### src/rtl/sub_4bit_serial.sv
// Slice-serial unsigned subtractor: a - b, SLICE bits per clock, LSB first.
// Operands in and result out over valid/ready; borrow chained across slices.
module sub_4bit_serial #(
  parameter int WIDTH = 4,
  parameter int SLICE = 2
) (
  input  logic             clk,
  input  logic             rst,
  input  logic             in_valid,
  output logic             in_ready,
  input  logic [WIDTH-1:0] a,
  input  logic [WIDTH-1:0] b,
  output logic             out_valid,
  input  logic             out_ready,
  output logic [WIDTH:0]   diff,
  output logic             underflow
);

  localparam int N  = WIDTH / SLICE;
  localparam int IW = (N > 1) ? $clog2(N) : 1;

  if (WIDTH % SLICE != 0) begin : g_bad_slice
    $error("WIDTH must be a multiple of SLICE");
  end

  typedef enum logic [1:0] {
    IDLE,
    RUN,
    DONE
  } state_t;

  state_t           state;
  logic [WIDTH-1:0] a_r;
  logic [WIDTH-1:0] b_r;
  logic [WIDTH-1:0] res;
  logic             borrow;
  logic [IW-1:0]    idx;

  logic [SLICE-1:0] ak;
  logic [SLICE-1:0] bk;
  logic [SLICE:0]   s;
  logic             borrow_n;
  logic [WIDTH-1:0] res_n;

  // Constant-indexed slice select keeps the mux explicit.
  always_comb begin
    ak    = '0;
    bk    = '0;
    res_n = res;
    for (int k = 0; k < N; k++) begin
      if (idx == IW'(k)) begin
        ak = a_r[k*SLICE +: SLICE];
        bk = b_r[k*SLICE +: SLICE];
      end
    end
    s = {1'b0, ak} - {1'b0, bk}
      - {{SLICE{1'b0}}, borrow};
    borrow_n = s[SLICE];
    for (int k = 0; k < N; k++) begin
      if (idx == IW'(k)) begin
        res_n[k*SLICE +: SLICE] = s[SLICE-1:0];
      end
    end
  end

  always_ff @(posedge clk) begin
    if (rst) begin
      state     <= IDLE;
      a_r       <= '0;
      b_r       <= '0;
      res       <= '0;
      borrow    <= 1'b0;
      idx       <= '0;
      in_ready  <= 1'b1;
      out_valid <= 1'b0;
      diff      <= '0;
      underflow <= 1'b0;
    end else begin
      unique case (state)
        IDLE: begin
          if (in_valid) begin
            a_r      <= a;
            b_r      <= b;
            borrow   <= 1'b0;
            idx      <= '0;
            state    <= RUN;
            in_ready <= 1'b0;
          end
        end
        RUN: begin
          res    <= res_n;
          borrow <= borrow_n;
          idx    <= idx + IW'(1);
          if (idx == IW'(N - 1)) begin
            state     <= DONE;
            out_valid <= 1'b1;
            diff      <= {borrow_n, res_n};
            underflow <= borrow_n;
          end
        end
        DONE: begin
          if (out_ready) begin
            state     <= IDLE;
            out_valid <= 1'b0;
            in_ready  <= 1'b1;
          end
        end
        default: state <= IDLE;
      endcase
    end
  end

endmodule

### config.mk
export PLATFORM = sky130hd
export DESIGN_NAME = sub_4bit_serial
export DESIGN_NICKNAME = d
export VERILOG_FILES = /design/src/rtl/sub_4bit_serial.sv
export SDC_FILE = /design/constraint.sdc
export NUM_CORES = 1
export LEC_CHECK = 0
export CORE_UTILIZATION = 52
export DETAILED_ROUTE_END_ITERATION = 8
export GPL_TIMING_DRIVEN = 0
export PLACE_DENSITY = 0.93
export SLEW_MARGIN = 30
export SYNTH_ARGS = -nofsm -noshare
export SYNTH_HDL_FRONTEND = slang
export SYNTH_SLANG_ARGS = --single-unit
### constraint.sdc
create_clock -name clk -period 3.1 [get_ports clk]
set_input_delay 0.62 -clock clk [delete_from_list [all_inputs] [get_ports clk]]
set_output_delay 0.62 -clock clk [all_outputs]
set_load 0.01 [all_outputs]
==> summary.md <==
| Metric | Value |
|---|---|
| Layout net count | `140` |
| Kind of critical path | `reg -> reg` |
| Crit start category | `flop` |
| GR Overflow Total | `0` |
| CP max stage delay | `430 ps` |
| Port bufs | `19` |
| Post-Layout Inst Area | `approximately 1200 um2` |
| Ys flop type | `dfxtp_1` |
| Warnings, synthesis | `0` |
| Io pins | `20` |
| Async SR Flop Fraction | `0%` |
| Setup-failing EPs final | `0` |
| Synth top area share | `between 40% and 50%` |
| Post-CTS setup buffer count | `0` |
| Max Fclk | `474 MHz` |
| Worst Hold Class | `reg -> reg` |
| Drt total wl | `1.68 mm` |
| Die W | `44.2 um` |
| Synthesized Nets | `116` |
| Residual DRC | `2` |
| DIE AREA | `1950 um2` |
| WP depth | `7` |
| TritonRoute pass-1 iters | `8` |
| Final Core Density | `73.7%` |
| Fin crit share | `68.0%` |
| Num CTS Buffers | `3` |
| Reg clk slew, reported paths | `120 ps` |
| Leak | `0.440 nW` |
| Max_cap viols | `0` |
| Die span in y | `44.2 um` |
| CP Capture Type | `flop` |
| Wire length per cell | `11.9 um` |
| Pin count of the biggest net entering global routing | `13` |
| Core area | `1580 um2` |
| FF-to-FF path depth | `7` |
| Worst Max-Slew Pin Slew | `508 ps` |
| Hold slack | `463 ps` |
| Reg2Reg Launch Point | `idx` |
| Initial antenna violation count | `0` |
| Crit path capture | `res[1]` |
| Max-slew headroom | `approximately 66%` |
| Synth area leader | `dfxtp_1` |
| Top-count cell post-synth | `nand2_1` |
| Cell mode on critical path | `fa_1` |
| Max clock buf depth | `2` |
| Power Dens Cells | `about 460 nW/um2` |
| Cells after Synth | `102` |
| Area occupied by multi-input gates | `about 440 um2` |
| Syn Std Cell Area | `a little over 900 um2` |
| Cell breakdown of the critical path | `buf_4 -> mux2_2 -> fa_1 -> inv_1 -> fa_1 -> mux2i_1 -> nor2_1` |
| Syn_area_per_cell | `9.07 um2` |
| Final hold viol count | `0` |
| Fin crit period | `2110 ps` |
| Setup TNS | `0 ps` |
| Top cells by area, synth | `dfxtp_1 45%, nand2_1 9.3%, a21oi_1 8.1%` |
| FF-to-FF setup slack | `a little under 1000 ps` |
| First-pass GRT wire length | `slightly below 3 mm` |
| Top delay family on crit path | `adder cells` |
| Setup Skew | `5.22 ps` |
| Failing checks | `design-rule violations` |
| Register bit total from synthesis | `21` |
| Top cells by count, synth | `23 x nand2_1, 21 x dfxtp_1, 15 x a21oi_1, 10 x nor2_1` |
| Clk sinks | `21` |
| Outcome | `complete, but fails checks` |
| Hold depth | `2` |
| GRT Total Usage | `21.0%` |
| Netlist cell types | `25` |
| Critical path startpoint | `idx` |
| Vias in the first global route | `700` |
| Final Slew Violations | `0` |
| Share of layout cells above drive strength 1 | `12.0%` |
| Via count | `752` |
| CP Buf/Inv Count | `2` |
| Post-synthesis sequential area ratio | `between 40 and 50%` |
| Area growth, synth to finish | `25.7%` |
| Htree depth | `1` |
| Global placement routability congestion | `0.752` |
| EDFF count, synth | `0` |
| Initial Util | `58.7%` |
| Area after DPL | `1130 um2` |
| # resized after CTS | `0` |
| Post-DR vias/cell | `5.33` |
| N_diodes | `0` |
| Critical-path maximum fanout | `10` |
| Root Driver | `clkbuf_4` |
| Setup WS post-layout | `between 900 and 1000 ps` |
| Fill count | `roughly 110` |
| Placement Setup Slack | `997 ps` |
| Standard-cell rows | `14` |
| CP max-delay cell | `fa_1` |
| Worst skew pair latency | `~310 ps` |
| Sequential standard cell area | `420 um2` |
| Final antenna-violating net count | `0` |
| Reg2reg end | `res[1]` |
| Peak VDD IR | `0.326 mV` |
| RSZ-0062 raised after global routing | `no` |
| CTS Hold Buffers Added | `0` |
| Worst Path Required | `3300 ps` |
| First DRT Iteration DRCs | `13` |
| TritonCTS clock tree | `yes` |
| CP arrival | `2310 ps` |
| Post-DP HPWL | `1.25 mm` |
logic make-up after synthesis:
group	share of synthesized area (%)
AND/OR/NAND/NOR	22.3
AO/OA/AOI/OAI	14.9
flip-flops	45.5
buffers and inverters	7.31
multiplexers	5.68
adder cells (fa/ha/maj)	4.33
how the worst min path moves through the flow:
stage                     startpoint      end
after floorplan               res[1]  diff[1]
after global placement        res[0]  diff[0]
after detailed placement      a_r[3]   a_r[3]
after CTS                     a_r[3]   a_r[3]
after global routing         diff[0]  diff[0]
final                         b_r[2]   b_r[2]
metal layers:
metal | routed length [um] | vias to the layer above | track usage, %
met4 | 20 | 0 | 7.27
met5 | 0 | - | 0
met2 | 827 | 15 | 35.0
li1 | - | 389 | -
met1 | 778 | 344 | 26.0
met3 | 53 | 4 | 6.12
worst min-delay path, cell delays in order (launching register included):
cell and delay (ps):
dfxtp_1 330, nand2_1 50, a21oi_1 50
registers in the layout, indices dropped and copies added, names as in the netlist:
register   cells
a_r            4
b_r            4
borrow         1
diff           5
idx            1
in_ready       1
out_valid      1
res            2
state          2
layout by cell type, fill, tap and decap left out, drive strengths merged, types with 2 or more instances in the layout:
master and count:
mux2i 3, nand2b 3, a211oi 2, buf 6, nor2 10, fa 2, nand2 23, mux2 2
dfxtp 21, a21oi 16, clkdlybuf4s50 19, clkbuf 5, nor3b 3
cell type report:
type,instances,share of cell area (%)
clock buffer,3,1.94
multi-input combinational,72,37.6
sequential,21,36.2
buffer,8,5.49
tap,16,1.72
clock inverter,1,0.431
timing repair buffer,19,16.4
inverter,1,0.323
per-stage QoR:
stage | power (mW) | std cells
2_1_floorplan | 0.371 | 102
6_report | 0.538 | 141
3_5_place_dp | 0.411 | 137
3_3_place_gp | 0.406 | 137
4_1_cts | 0.541 | 141
5_1_grt | 0.567 | 141
report_power, final:
group          total, mW  leakage [nW]  switching [mW]  internal (mW)
Combinational      0.108         0.251          0.0507         0.0575
Clock              0.134        0.0177          0.0861         0.0482
Sequential         0.296         0.172         0.00874          0.287
Total              0.538         0.440           0.146          0.393
No activity file was read; power rests on OpenSTA's default activity.
